`src/rtl/foc_pkg.sv`:
```
// Shared constants and types for the FOC PID coefficient writer path.
// Holds default parameter values, coefficient indices and the loader state encoding.
package foc_pkg;

    localparam int DEF_D_WIDTH   = 19;
    localparam int DEF_Q_BITS    = 15;
    localparam int DEF_NUM_COEF  = 4;
    localparam bit DEF_AUTO_LOAD = 1'b1;

    typedef enum logic [1:0] {
        COEF_KP   = 2'd0,
        COEF_KI   = 2'd1,
        COEF_KD   = 2'd2,
        COEF_KAUX = 2'd3
    } coef_idx_e;

    // Defaults are powers of two below unity: Kp = 2^-3, Ki = 2^-6 in Q(Q_BITS).
    localparam int KP_DEFAULT_SHIFT = 3;
    localparam int KI_DEFAULT_SHIFT = 6;

    localparam logic [1:0] MASK_NONE = 2'b00;
    localparam logic [1:0] MASK_BOTH = 2'b11;

    typedef enum logic [1:0] {
        ST_IDLE,
        ST_WAIT_IDLE,
        ST_WRITE,
        ST_DONE
    } loader_state_e;

    function automatic int default_coef(input int idx, input int q_bits);
        if (idx == int'(COEF_KP)) return 1 << (q_bits - KP_DEFAULT_SHIFT);
        if (idx == int'(COEF_KI)) return 1 << (q_bits - KI_DEFAULT_SHIFT);
        return 0;
    endfunction

endpackage

```
`src/rtl/pid_coef_shadow.sv`:
```
// Host-programmable shadow table: 2 banks (d, q) x NUM_COEF coefficients.
// One synchronous write port, two combinational read ports sharing one index.
module pid_coef_shadow #(
    parameter int D_WIDTH  = foc_pkg::DEF_D_WIDTH,
    parameter int Q_BITS   = foc_pkg::DEF_Q_BITS,
    parameter int NUM_COEF = foc_pkg::DEF_NUM_COEF
) (
    input  logic                        clk,
    input  logic                        rst,
    input  logic                        wr_en,
    input  logic                        wr_bank,
    input  logic [$clog2(NUM_COEF)-1:0] wr_addr,
    input  logic [D_WIDTH-1:0]          wr_data,
    input  logic [$clog2(NUM_COEF)-1:0] rd_addr,
    output logic [D_WIDTH-1:0]          rd_d_data,
    output logic [D_WIDTH-1:0]          rd_q_data
);
    import foc_pkg::*;

    logic [D_WIDTH-1:0] mem_q [2][NUM_COEF];
    logic [D_WIDTH-1:0] mem_d [2][NUM_COEF];

    always_comb begin
        mem_d = mem_q;
        if (wr_en) begin
            mem_d[wr_bank][wr_addr] = wr_data;
        end
    end

    // NOTE: this table is deliberately reset -- the core must receive usable
    // gains on the first commit even if the host never programs anything.
    always_ff @(posedge clk) begin
        if (rst) begin
            for (int b = 0; b < 2; b++) begin
                for (int i = 0; i < NUM_COEF; i++) begin
                    mem_q[b][i] <= D_WIDTH'(default_coef(i, Q_BITS));
                end
            end
        end else begin
            mem_q <= mem_d;
        end
    end

    assign rd_d_data = mem_q[0][rd_addr];
    assign rd_q_data = mem_q[1][rd_addr];

endmodule

```
`src/rtl/pid_coef_loader.sv`:
```
// Streams the shadow coefficient table into the core's PID register files
// once the control loop is idle; all core-facing outputs are registered.
module pid_coef_loader #(
    parameter int D_WIDTH   = foc_pkg::DEF_D_WIDTH,
    parameter int Q_BITS    = foc_pkg::DEF_Q_BITS,
    parameter int NUM_COEF  = foc_pkg::DEF_NUM_COEF,
    parameter bit AUTO_LOAD = foc_pkg::DEF_AUTO_LOAD
) (
    input  logic                        clk,
    input  logic                        rst,
    input  logic                        host_wr,
    input  logic                        host_bank,
    input  logic [$clog2(NUM_COEF)-1:0] host_addr,
    input  logic [D_WIDTH-1:0]          host_data,
    output logic                        host_ready,
    input  logic                        commit,
    input  logic [1:0]                  commit_mask,
    input  logic                        ctrl_idle,
    output logic                        hold,
    output logic                        busy,
    output logic                        done,
    output logic                        pid_d_wen,
    output logic                        pid_q_wen,
    output logic [D_WIDTH-1:0]          pid_d_addr,
    output logic [D_WIDTH-1:0]          pid_q_addr,
    output logic [D_WIDTH-1:0]          pid_d_data,
    output logic [D_WIDTH-1:0]          pid_q_data
);
    import foc_pkg::*;

    localparam int            AW         = $clog2(NUM_COEF);
    localparam logic [AW-1:0] LAST_IDX   = AW'(NUM_COEF - 1);
    localparam logic [AW:0]   NUM_COEF_W = (AW + 1)'(NUM_COEF);

    loader_state_e state_q, state_d;
    logic [AW-1:0] cnt_q, cnt_d;
    logic [1:0]    mask_q, mask_d;
    logic [1:0]    pend_mask_q, pend_mask_d;
    logic          boot_q, boot_d;

    logic               d_wen_q, d_wen_d, q_wen_q, q_wen_d;
    logic [D_WIDTH-1:0] d_addr_q, d_addr_d, q_addr_q, q_addr_d;
    logic [D_WIDTH-1:0] d_data_q, d_data_d, q_data_q, q_data_d;
    logic               hold_q, hold_d, busy_q, busy_d, done_q, done_d;
    logic               host_ready_q, host_ready_d;

    logic               commit_vld;
    logic               pending;
    logic               shadow_wr;
    logic [D_WIDTH-1:0] shadow_d_rd, shadow_q_rd;
    logic [D_WIDTH-1:0] addr_ext;

    assign commit_vld = commit && (|commit_mask);
    // A non-zero pending mask is the pending flag; commits arriving while busy merge here.
    assign pending    = |pend_mask_q;
    assign shadow_wr  = host_wr && host_ready_q && ({1'b0, host_addr} < NUM_COEF_W);

    pid_coef_shadow #(
        .D_WIDTH  (D_WIDTH),
        .Q_BITS   (Q_BITS),
        .NUM_COEF (NUM_COEF)
    ) u_shadow (
        .clk       (clk),
        .rst       (rst),
        .wr_en     (shadow_wr),
        .wr_bank   (host_bank),
        .wr_addr   (host_addr),
        .wr_data   (host_data),
        .rd_addr   (cnt_d),
        .rd_d_data (shadow_d_rd),
        .rd_q_data (shadow_q_rd)
    );

    always_comb begin
        // NOTE: every _d takes its hold value before the case, so no branch can infer a latch.
        state_d     = state_q;
        cnt_d       = cnt_q;
        mask_d      = mask_q;
        pend_mask_d = pend_mask_q;
        boot_d      = 1'b0;
        case (state_q)
            ST_IDLE: begin
                if (boot_q || commit_vld) begin
                    state_d = ST_WAIT_IDLE;
                    mask_d  = (commit_vld ? commit_mask : MASK_NONE) | (boot_q ? MASK_BOTH : MASK_NONE);
                end
            end
            ST_WAIT_IDLE: begin
                if (commit_vld) begin
                    pend_mask_d = pend_mask_q | commit_mask;
                end
                if (ctrl_idle) begin
                    state_d = ST_WRITE;
                    cnt_d   = '0;
                end
            end
            ST_WRITE: begin
                if (commit_vld) begin
                    pend_mask_d = pend_mask_q | commit_mask;
                end
                if (cnt_q == LAST_IDX) begin
                    state_d = ST_DONE;
                end else begin
                    cnt_d = cnt_q + 1'b1;
                end
            end
            ST_DONE: begin
                pend_mask_d = MASK_NONE;
                if (pending || commit_vld) begin
                    state_d = ST_WAIT_IDLE;
                    mask_d  = pend_mask_q | (commit_vld ? commit_mask : MASK_NONE);
                end else begin
                    state_d = ST_IDLE;
                end
            end
            default: state_d = ST_IDLE;
        endcase
    end

    // Outputs are computed from the next state so the first wen-low cycle
    // coincides with the first WRITE cycle.
    always_comb begin
        addr_ext     = {{(D_WIDTH - AW){1'b0}}, cnt_d};
        d_wen_d      = 1'b1;
        q_wen_d      = 1'b1;
        d_addr_d     = '0;
        q_addr_d     = '0;
        d_data_d     = '0;
        q_data_d     = '0;
        busy_d       = (state_d == ST_WAIT_IDLE) || (state_d == ST_WRITE);
        hold_d       = busy_d;
        done_d       = (state_d == ST_DONE);
        host_ready_d = (state_d == ST_IDLE);
        if (state_d == ST_WRITE) begin
            if (mask_d[0]) begin
                d_wen_d  = 1'b0;
                d_addr_d = addr_ext;
                d_data_d = shadow_d_rd;
            end
            if (mask_d[1]) begin
                q_wen_d  = 1'b0;
                q_addr_d = addr_ext;
                q_data_d = shadow_q_rd;
            end
        end
    end

    always_ff @(posedge clk) begin
        if (rst) begin
            state_q      <= ST_IDLE;
            cnt_q        <= '0;
            mask_q       <= MASK_NONE;
            pend_mask_q  <= MASK_NONE;
            boot_q       <= AUTO_LOAD;
            d_wen_q      <= 1'b1;
            q_wen_q      <= 1'b1;
            d_addr_q     <= '0;
            q_addr_q     <= '0;
            d_data_q     <= '0;
            q_data_q     <= '0;
            hold_q       <= 1'b0;
            busy_q       <= 1'b0;
            done_q       <= 1'b0;
            host_ready_q <= 1'b0;
        end else begin
            state_q      <= state_d;
            cnt_q        <= cnt_d;
            mask_q       <= mask_d;
            pend_mask_q  <= pend_mask_d;
            boot_q       <= boot_d;
            d_wen_q      <= d_wen_d;
            q_wen_q      <= q_wen_d;
            d_addr_q     <= d_addr_d;
            q_addr_q     <= q_addr_d;
            d_data_q     <= d_data_d;
            q_data_q     <= q_data_d;
            hold_q       <= hold_d;
            busy_q       <= busy_d;
            done_q       <= done_d;
            host_ready_q <= host_ready_d;
        end
    end

    assign host_ready = host_ready_q;
    assign hold       = hold_q;
    assign busy       = busy_q;
    assign done       = done_q;
    assign pid_d_wen  = d_wen_q;
    assign pid_q_wen  = q_wen_q;
    assign pid_d_addr = d_addr_q;
    assign pid_q_addr = q_addr_q;
    assign pid_d_data = d_data_q;
    assign pid_q_data = q_data_q;

endmodule

```
`config.mk`:
```
export PLATFORM = sky130hd
export DESIGN_NAME = pid_coef_loader
export DESIGN_NICKNAME = d
export VERILOG_FILES = /design/src/rtl/foc_pkg.sv /design/src/rtl/pid_coef_shadow.sv /design/src/rtl/pid_coef_loader.sv
export SDC_FILE = /design/constraint.sdc
export NUM_CORES = 1
export LEC_CHECK = 0
export BUFFER_PORTS_ARGS = -buffer_cell sky130_fd_sc_hd__buf_2
export CAP_MARGIN = 40
export CORE_MARGIN = 1.5
export CORE_UTILIZATION = 53
export CTS_CLUSTER_DIAMETER = 60
export DETAILED_ROUTE_END_ITERATION = 10
export PLACE_DENSITY = 0.75
export SYNTH_ARGS = -nofsm -noshare
export SYNTH_HDL_FRONTEND = slang
export SYNTH_HIERARCHICAL = 1
export SYNTH_SLANG_ARGS = --single-unit
```
`constraint.sdc`:
```
create_clock -name clk -period 2.5 [get_ports clk]
set_input_delay 0.125 -clock clk [delete_from_list [all_inputs] [get_ports clk]]
set_output_delay 0.125 -clock clk [all_outputs]
set_load 0.1 [all_outputs]
```
After elaboration in Yosys (flattened, before gate mapping)
Index checks and enable logic that the tools add are counted.

Input bits: 29. Output and inout bits: 82. Register bits after elaboration: 242. Logic and storage cells: 99.

Reductions and logical operators: 18. Equal/unequal tests: 8. Muxes and demuxes: 34. $lt $le $gt $ge: 5. Bitwise logic cells: 9. $add $sub $neg: 1.

Operators with widths (count): 152-bit two-way mux (2); 152-bit bitwise mux (1); 19-bit two-way mux (5); 19-bit binary-select mux with 2-bit select (2); 76-bit demux with 1-bit select (1); 76-bit two-way mux (1); 19-bit demux with 2-bit select (1); 2-bit two-way mux (10); 13-bit two-way mux (1); 2-bit case mux with 2 select lines (3); 2-bit == test, second input constant (5); 10-bit two-way mux (1); 2-bit case mux with 4 select lines (1); 2-bit OR reduction (4); 3-bit greater-or-equal comparator, second input constant (2); 2-bit NOT with 3-bit output (2); 2-bit OR (3); 3-bit OR reduction (2); 1-bit two-way mux (5); 2-bit by 1-bit == test with 1-bit output, second input constant (2); 1-bit logical AND (4); 2-bit logical NOT (2); 2-bit nonzero test (2); 1-bit logical OR (3); 8 further kinds (10).

Depth between registers and ports, before layout
Gate-level depths: netlist of the first run.

Word-level depth: 10. Mapped depth: 12. Depth with buffers taken out: 11.

Hierarchy
The synthesis of the first run kept the hierarchy.

Modules (own cells, without submodules): pid_coef_shadow (cells each 734, times used 1, area each 7185.6 um^2, sequential area each 3803.6 um^2); pid_coef_loader (cells each 217, times used 1, area each 2208.4 um^2, sequential area each 1121.1 um^2).

Worst setup path before layout of the first run
Ideal clock, no wire load.

Kind: register to register. Start: reg host_ready_q (netlist: host_ready). End: reg u_shadow/mem_q[114] (netlist bit) (enable). Buffers on the path: 1. Period minus slack after synthesis: 2.865 ns. Setup slack: -0.365 ns. Setup time: 0.401 ns. Arrival time: 2.464 ns. Stages on the path, launching flop included: 4. Required time: 2.099 ns. Cell sequence: dfxtp_1 > and2_1 > buf_2 > or2_2.

Cells in the longest elaborated chain, start to end: 2.

Ends and longest elaborated chain: start: declaration (line pid_coef_loader.sv:45) `logic host_ready_q, host_ready_d;`; start signal: assignment (line pid_coef_loader.sv:180) `host_ready_q <= host_ready_d;`; 1-bit logical AND (line pid_coef_loader.sv:56) `assign shadow_wr = host_wr && host_ready_q && ({1'b0, host_addr} < NUM_COEF_W);`; via shadow_wr (line pid_coef_loader.sv:49) `logic shadow_wr;`; 2-bit nonzero test (no line); end signal: indexed assignment (line pid_coef_shadow.sv:36) `mem_q[b][i] <= D_WIDTH'(default_coef(i, Q_BITS));`; end signal: assignment (line pid_coef_shadow.sv:40) `mem_q <= mem_d;`; end: declaration (line pid_coef_shadow.sv:20) `logic [D_WIDTH-1:0] mem_q [2][NUM_COEF];`.

The timed path passes the listed nets, and every way through them passes these cells. A chain may end at the register's enable or synchronous reset.

Worst setup path after layout of the first run
Start: reg state_q[1]. End: reg q_data_q[18] (netlist: pid_q_data[18]).

Elaborated cells on any way between the ends: 18. Classes of those cells: 4 x eq/ne; 9 x mux; 3 x bitwise; 2 x reduce/logical.

RTL lines: start: declaration (line pid_coef_loader.sv:35) `loader_state_e state_q, state_d;`; start signal: assignment (line pid_coef_loader.sv:166) `state_q <= state_d;`; 2-bit == test, or another cell as far along (line pid_coef_loader.sv:81) `case (state_q)`; 2-bit case mux with 4 select lines * (line pid_coef_loader.sv:81); via state_d[1] (line pid_coef_loader.sv:35); 2-bit == test * (line pid_coef_loader.sv:134) `if (state_d == ST_WRITE) begin`; 1-bit NOT (no line) *; 3-bit OR reduction (no line) *; end signal: assignment (line pid_coef_loader.sv:176) `q_data_q <= q_data_d;`; end: declaration (line pid_coef_loader.sv:43) `logic [D_WIDTH-1:0] d_data_q, d_data_d, q_data_q, q_data_d;`.

Mark *: on every way through the listed nets, which the timed path passes. The rest lies on a longest branch. The select of a mux whose other input is x is not followed.

==> results.ini, run 1 <==
[setup_path]
cp_max_fo=10
r2r_cells=13
r2r-end=pid_q_data[18]
required_ps=2950
reg2reg_slack_ps=3
worst-endpoint-arrival_ps=2940
endpoint_kind=register
crit_type=register to register
r2r-start=state_q[1]
worstSetupStartpointType=register
startpoint=state_q[1]

[synth]
synthFlopType=dfxtp_1
syn-cell-area_mm2=0.00939
synthCells=951
ys_warn_count=6
yosys-top-cells-area=dfxtp_1 (28%), edfxtp_1 (24%), nand2_1 (12%)
netlist.area_leader.share_pct=28.1
ys_seq_area_share_pct=52.4
synth.avg_cell_area_um2=9.88
async_flop_share_pct=0
ys_ff_latch=208
synth-edff-count=76
post_synth_num_cell_types=54
yosysTopAreaCell=dfxtp_1

[sta]
fin_crit_sh_pct=99.9
fin_skew_ps=8.25
hold_violations=0
finalMaxSlewViolations=0
rsz0062_at_grt=yes
max_freq_mhz=400
tightest_slew_ps=882
setup_viol_count_final=0
holdWs_ps=198
min_period_ps=2500
fin_tns_setup_ps=0
relSlewSlack_pct=41.2

[worst_hold_path]
whs_path_depth=4
hp-class=input port to register
hold_end=mask_q[0]
min_from=commit

[route]
firstDrtPassIters=6
drc=0
num_vias=7162
finalWirelength_um=23200
viasPerCell=5.62
dr.first_iter.drc_count=618
wl_per_cell_um=18.2
antenna_left=0

[placed_design]
place_inst=1205
finalWeightedCongestion=0.860
portBuffers=76
hpwl_um=13700

[layout]
post-route-util_pct=63.3
drive_gt1_share_pct=21.3
fillerInstances=1365
seq_area_mm2=0.00493
layout_commonest_cell=nand2_1
area_delta_synth_final_pct=16.6
multiInputGateArea_mm2=0.00391
fin_nets=1070
final_cell_mix=nand2_1 (303), a21oi_1 (153), dfxtp_1 (130)
layoutNonFillerInstCount=1274
antennaDiodeCount=0

[clocking]
clkSlewWorstSetupHoldPaths_ps=60
cts.htree.levels=1
numCtsBuffers=22
cts_buffer_depth=3
cts_tree=yes
numClockSinks=208
clock_latency_ps=510
cts-root-buf=clkbuf_16

[power]
ir_drop_mv=0.446
p_leak_nw=4.14
powerDensity_mw_per_mm2=769

[grt]
grt_max_degree=73
grt.overflow.total=0
antenna_found_initial=0
grt_pass1_vias=6895
grt_use_total_pct=24.4
grt_pass1_wl_um=35400

[floorplanning]
start_util_pct=54.3
core-area_mm2=0.0173
die_width_um=136
rows=48
ios=111
dieArea_mm2=0.0185
die_y_um=136

[job]
drv_cap=0

[run_status]
status=completed

[power by group]
part / total [mW] / internal, mW / switching (mW)
logic: 1.32 / 0.395 / 0.928
clock network: 3.31 / 2.01 / 1.30
registers: 3.78 / 3.69 / 0.0922
[timing repair]
item	4_1_cts	5_1_grt
pin swaps	1	6
buffers inserted	0	3
gates resized for setup	2	23
endpoints found under the hold margin	80	0
endpoints found under the setup margin	33	43
hold buffers	24	0
cloned	0	2
[worst max-delay path: stages, from the launching register on]
cell and delay [ps]:
dfxtp_2 330, inv_2 50, buf_4 120, ha_2 180, buf_4 150, inv_2 70
o22ai_2 70, inv_1 90, ha_2 180, or3b_1 360, a211o_1 270, o211ai_4 180
clkbuf_16 250, and2_1 130
[through the flow]
| step | total power, mW | area [um2] | setup slack (ps) |
|---|---|---|---|
| after floorplan | 4.84 | 9520 | 7.13 |
| after global placement | 5.04 | 9800 | 101 |
| after detailed placement | 5.06 | 9800 | -60.7 |
| after CTS | 8.39 | 10800 | 11.5 |
| after global routing | 8.69 | 10900 | -63.5 |
| final | 8.42 | 10900 | 3.10 |
[synth_stat cells (2+ instances only)]
library cell,instances
o21a_1,3
o21ai_1,3
nand4_1,2
or3b_1,3
and4b_1,2
and3b_1,2
a311o_1,4
nor3b_4,2
nor2b_1,5
edfxtp_1,76
inv_1,10
a21oi_1,153
buf_4,51
buf_6,8
nor2_1,11
nand2_1,303
nand2b_1,3
ha_1,8
nor3_1,2
o211ai_2,2
and2_1,39
buf_2,31
mux4_2,38
inv_2,2
nand4b_2,2
dfxtp_1,132
clkbuf_1,24
a21o_1,3
nor2_2,2
[how the worst max path moves through the flow]
stage	endpoint	depth (start not counted)
2_1_floorplan	u_shadow/mem_q[114]	3
3_3_place_gp	pid_q_data[16]	10
3_5_place_dp	pid_q_data[16]	10
4_1_cts	pid_q_data[18]	10
5_1_grt	pid_q_data[2]	13
6_report	pid_q_data[18]	13
[final cells by class]
type,instances,area share (%)
flip-flops and latches,208,45.0
clock buffers,34,6.30
multi-input cells,650,35.7
clock inverters,6,0.594
inverters,12,0.434
well taps,225,2.57
repair buffers,139,9.35
[per-layer routing]
| layer | vias up | GRT usage [%] | part of all wire (%) |
|---|---|---|---|
| li1 | 3326 | - | - |
| met1 | 3444 | 30.5 | 40 |
| met2 | 334 | 42.6 | 50 |
| met3 | 58 | 4.44 | 7.2 |
| met4 | 0 | 7.86 | 2.5 |
| met5 | - | 0 | 0 |
[kinds of logic after synthesis]
logic type                 share of synthesized area [%]
AOI/OAI and AO/OA                                   10.8
adders and majority gates                           1.07
buffers and inverters                               8.12
DFF                                                 52.4
muxes                                               9.11
other                                             0.0399
and+or+nand+nor                                     18.4
Power figures use the tool's default switching activity.
==> run 2, diff against run 1 <==
--- a/config.mk
+++ b/config.mk
@@ -15,4 +15,3 @@
 export SYNTH_ARGS = -nofsm -noshare
 export SYNTH_HDL_FRONTEND = slang
-export SYNTH_HIERARCHICAL = 1
 export SYNTH_SLANG_ARGS = --single-unit
==> constraint.sdc (replaced) <==
create_clock -name clk -period 2.5 [get_ports clk]
set_input_delay 0.125 -clock clk [delete_from_list [all_inputs] [get_ports clk]]
set_output_delay 0.125 -clock clk [all_outputs]
set_load 0.02 [all_outputs]
==> run 2 against run 1 <==
  * Sequential power barely moved
  * Area after synthesis barely moved
  * Clock skew rose by 5.5 ps
  * Clock-buffer cell count rose by 5
  * Register-to-register slack improved by 80 ps
  * Largest power group unchanged
  * Critical endpoint is now pid_d_data[0]
  * Final cell count rose by 3.8%
  * Largest cell class unchanged
  * Sequential share of layout area rose by 0.73 points
==> results.ini, run 2 <==
[sta]
fin_tns_setup_ps=0  ; unchanged
finalMaxSlewViolations=0  ; unchanged
tightest_slew_ps=921  ; was 882 ps
finalWorstSetupSlack_ps=81.6  ; was 3.10 ps
hold_violations=0  ; unchanged
setup_viol_count_final=0  ; unchanged
min_period_ps=2420  ; was 2500 ps
fin_crit_sh_pct=96.7  ; was 99.9%
relSlewSlack_pct=38.6  ; was 41.2%
fin_skew_ps=13.7  ; was 8.25 ps
max_freq_mhz=413  ; was 400 MHz
rsz0062_at_grt=no  ; was yes
holdWs_ps=66.3  ; was 198 ps

[route]
wl_per_cell_um=18.4  ; was 18.2 um
viasPerCell=5.70  ; was 5.62
dr.first_iter.drc_count=727  ; was 618
firstDrtPassIters=6  ; unchanged
drc=0  ; unchanged
finalWirelength_um=24400  ; was 23200 um
antenna_left=0  ; unchanged
num_vias=7536  ; was 7162

[synth]
netlist.area_leader.share_pct=28.1  ; about the same
yosysMostFrequentCell=nand2_1  ; unchanged
syn-cell-area_mm2=0.00940  ; was 0.00939 mm2
synthFlopType=dfxtp_1  ; unchanged
muxShareOfSynthArea_pct=4.58  ; was 9.11%
synthCells=1026  ; was 951
yosysTopAreaCell=dfxtp_1  ; unchanged
synthTopCellsByCount=nand2_1 (341), a21oi_1 (186), dfxtp_1 (132), edfxtp_1 (76), clkbuf_1 (54)  ; was nand2_1 (303), a21oi_1 (153), dfxtp_1 (132), edfxtp_1 (76), buf_4 (51)
yosys-top-cells-area=dfxtp_1 (28%), edfxtp_1 (24%), nand2_1 (14%)  ; was dfxtp_1 (28%), edfxtp_1 (24%), nand2_1 (12%)
synth-edff-count=76  ; unchanged
post_synth_num_cell_types=46  ; was 54
ys_ff_latch=208  ; unchanged
synthSimpleGateAreaFrac_pct=16.8  ; was 18.4%
synth_top_family_by_area=compound AO/OA/AOI/OAI gates  ; was simple AND/OR/NAND/NOR gates
synthAdderAreaFrac_pct=1.06  ; was 1.07%
ys_warn_count=0  ; was 6
async_flop_share_pct=0  ; unchanged
ys_seq_area_share_pct=52.4  ; about the same
synth_xor_area_share_pct=0  ; unchanged
synth_compound_area_share_pct=17.9  ; was 10.8%
synth.avg_cell_area_um2=9.16  ; was 9.88 um2

[grt]
grt_max_degree=55  ; was 73
antenna_found_initial=0  ; unchanged
grt_pass1_wl_um=36900  ; was 35400 um
grt.overflow.total=0  ; unchanged
grt_pass1_vias=7065  ; was 6895
grt_use_total_pct=25.3  ; was 24.4%

[job]
drv_cap=0  ; unchanged

[power]
ir_drop_mv=0.519  ; was 0.446 mV
powerDensity_mw_per_mm2=733  ; was 769 mW/mm2
p_leak_nw=4.21  ; was 4.14 nW

[layout]
antennaDiodeCount=0  ; unchanged
area_delta_synth_final_pct=14.5  ; was 16.6%
final_cell_mix=nand2_1 (341), a21oi_1 (186), dfxtp_1 (130)  ; was nand2_1 (303), a21oi_1 (153), dfxtp_1 (130)
layout_commonest_cell=nand2_1  ; unchanged
post-route-util_pct=62.3  ; was 63.3%
fin_nets=1119  ; was 1070
drive_gt1_share_pct=17.5  ; was 21.3%
finalInstanceArea_mm2=0.0108  ; was 0.0109 mm2

[setup_path]
worst_path_max_delay_cell=or4b_4  ; was or3b_1
path_cells=inv_1 -> ha_1 -> nor2b_1 -> o21ai_0 -> nand4_1 -> o41ai_2 -> ha_2 -> or4b_4 -> a221oi_1  ; was inv_2 -> buf_4 -> ha_2 -> buf_4 -> inv_2 -> o22ai_2 -> inv_1 -> ha_2 -> or3b_1 -> a211o_1 -> o211ai_4 -> clkbuf_16 -> and2_1
critPathTopFamily=simple AND/OR/NAND/NOR gates  ; was buffers and inverters
endpoint_kind=register  ; unchanged
cpPeakStageDelay_ps=600  ; was 360 ps
cp_max_fo=6  ; was 10
required_ps=2900  ; was 2950 ps
critPathBufInv=1  ; was 6
worst-endpoint-arrival_ps=2810  ; was 2940 ps
crit_type=register to register  ; unchanged
worstSetupStartpointType=register  ; unchanged

[floorplanning]
die_y_um=136  ; about the same
dieArea_mm2=0.0185  ; about the same
rows=48  ; unchanged
core-area_mm2=0.0173  ; unchanged
ios=111  ; unchanged
start_util_pct=54.4  ; was 54.3%
die_width_um=136  ; about the same

[clocking]
cts_tree=yes  ; unchanged
clock_latency_ps=500  ; was 510 ps
cts_setup_buffers=0  ; unchanged
numCtsBuffers=22  ; unchanged
clkSlewWorstSetupHoldPaths_ps=60  ; about the same
cts-root-buf=clkbuf_16  ; unchanged
cts.htree.levels=1  ; unchanged
numClockSinks=208  ; unchanged
cts_buffer_depth=3  ; unchanged

[placed_design]
portBuffers=76  ; unchanged
placedInstanceArea_mm2=0.00977  ; was 0.00980 mm2
pre_cts_ws_ps=-1.77  ; was -60.7 ps
hpwl_um=13700  ; about the same
finalWeightedCongestion=0.833  ; was 0.860

[worst_hold_path]
hp-class=input port to register  ; unchanged

[run_status]
status=completed  ; unchanged

==> run 2: path summary, 6_finish.rpt <==
| check | startpoint | end | cells past startpoint | slack (ps) |
|---|---|---|---|---|
| max reg2reg | state_q[1] | pid_d_data[0] | 9 | 80 |
| min reg2reg | register | register | 2 | 450 |
| min | ctrl_idle | state_q[1] | 4 | 70 |
| max | state_q[1] | pid_d_data[0] | 9 | 80 |
==> run 2: routing by layer <==
metal | GRT usage [%] | part of all wire (%) | up-vias
li1 | - | - | 3556
met1 | 33.4 | 41 | 3594
met2 | 43.0 | 48 | 334
met3 | 3.43 | 8.2 | 52
met4 | 8.04 | 2.4 | 0
met5 | 0 | 0 | -
==> run 2: cell families (layout without fill, tap and decap cells) <==
kind of cell,after synthesis,after routing
and+or+nand+nor,390,394
AOI/OAI and AO/OA,248,248
adders and majority gates,8,8
muxes,43,43
DFF,208,208
buffers and inverters,128,162
other,1,34
==> run 2: report_power, final <==
part / switching [mW] / internal [mW]
Clock: 1.27 / 1.90
Combinational: 0.640 / 0.297
Sequential: 0.0941 / 3.69
Total: 2.01 / 5.89
==> run 2: area by class of cell <==
type / instances / area [um2]
repair buffers: 118 / 823
fillers: 1474 / 6530
clock buffers: 39 / 707
well taps: 225 / 282
flip-flops and latches: 208 / 4930
multi-input cells: 727 / 4010
inverters: 5 / 18.8
==> run 2: what timing repair did <==
action,CTS,global route
endpoints found under the hold margin,78,0
endpoints found under the setup margin,2,40
resized for setup,2,10
gates cloned,0,4
pin swaps,0,1
hold buffers,21,0
==> run 2: through the flow <==
step / instances / power (mW)
finish: 1322 / 7.89
global route: 1322 / 8.16
CTS: 1318 / 7.86
detailed placement: 1258 / 4.70
global placement: 1258 / 4.67
floorplan: 1059 / 4.49
==> run 2: worst reg2reg max path: cells and delay by family (launching register included) <==
kind / cells / cell delay [ps]
compound gates: 3 / 470
flops: 1 / 360
simple gates: 3 / 860
fa+ha+maj: 2 / 540
buf+inv: 1 / 80
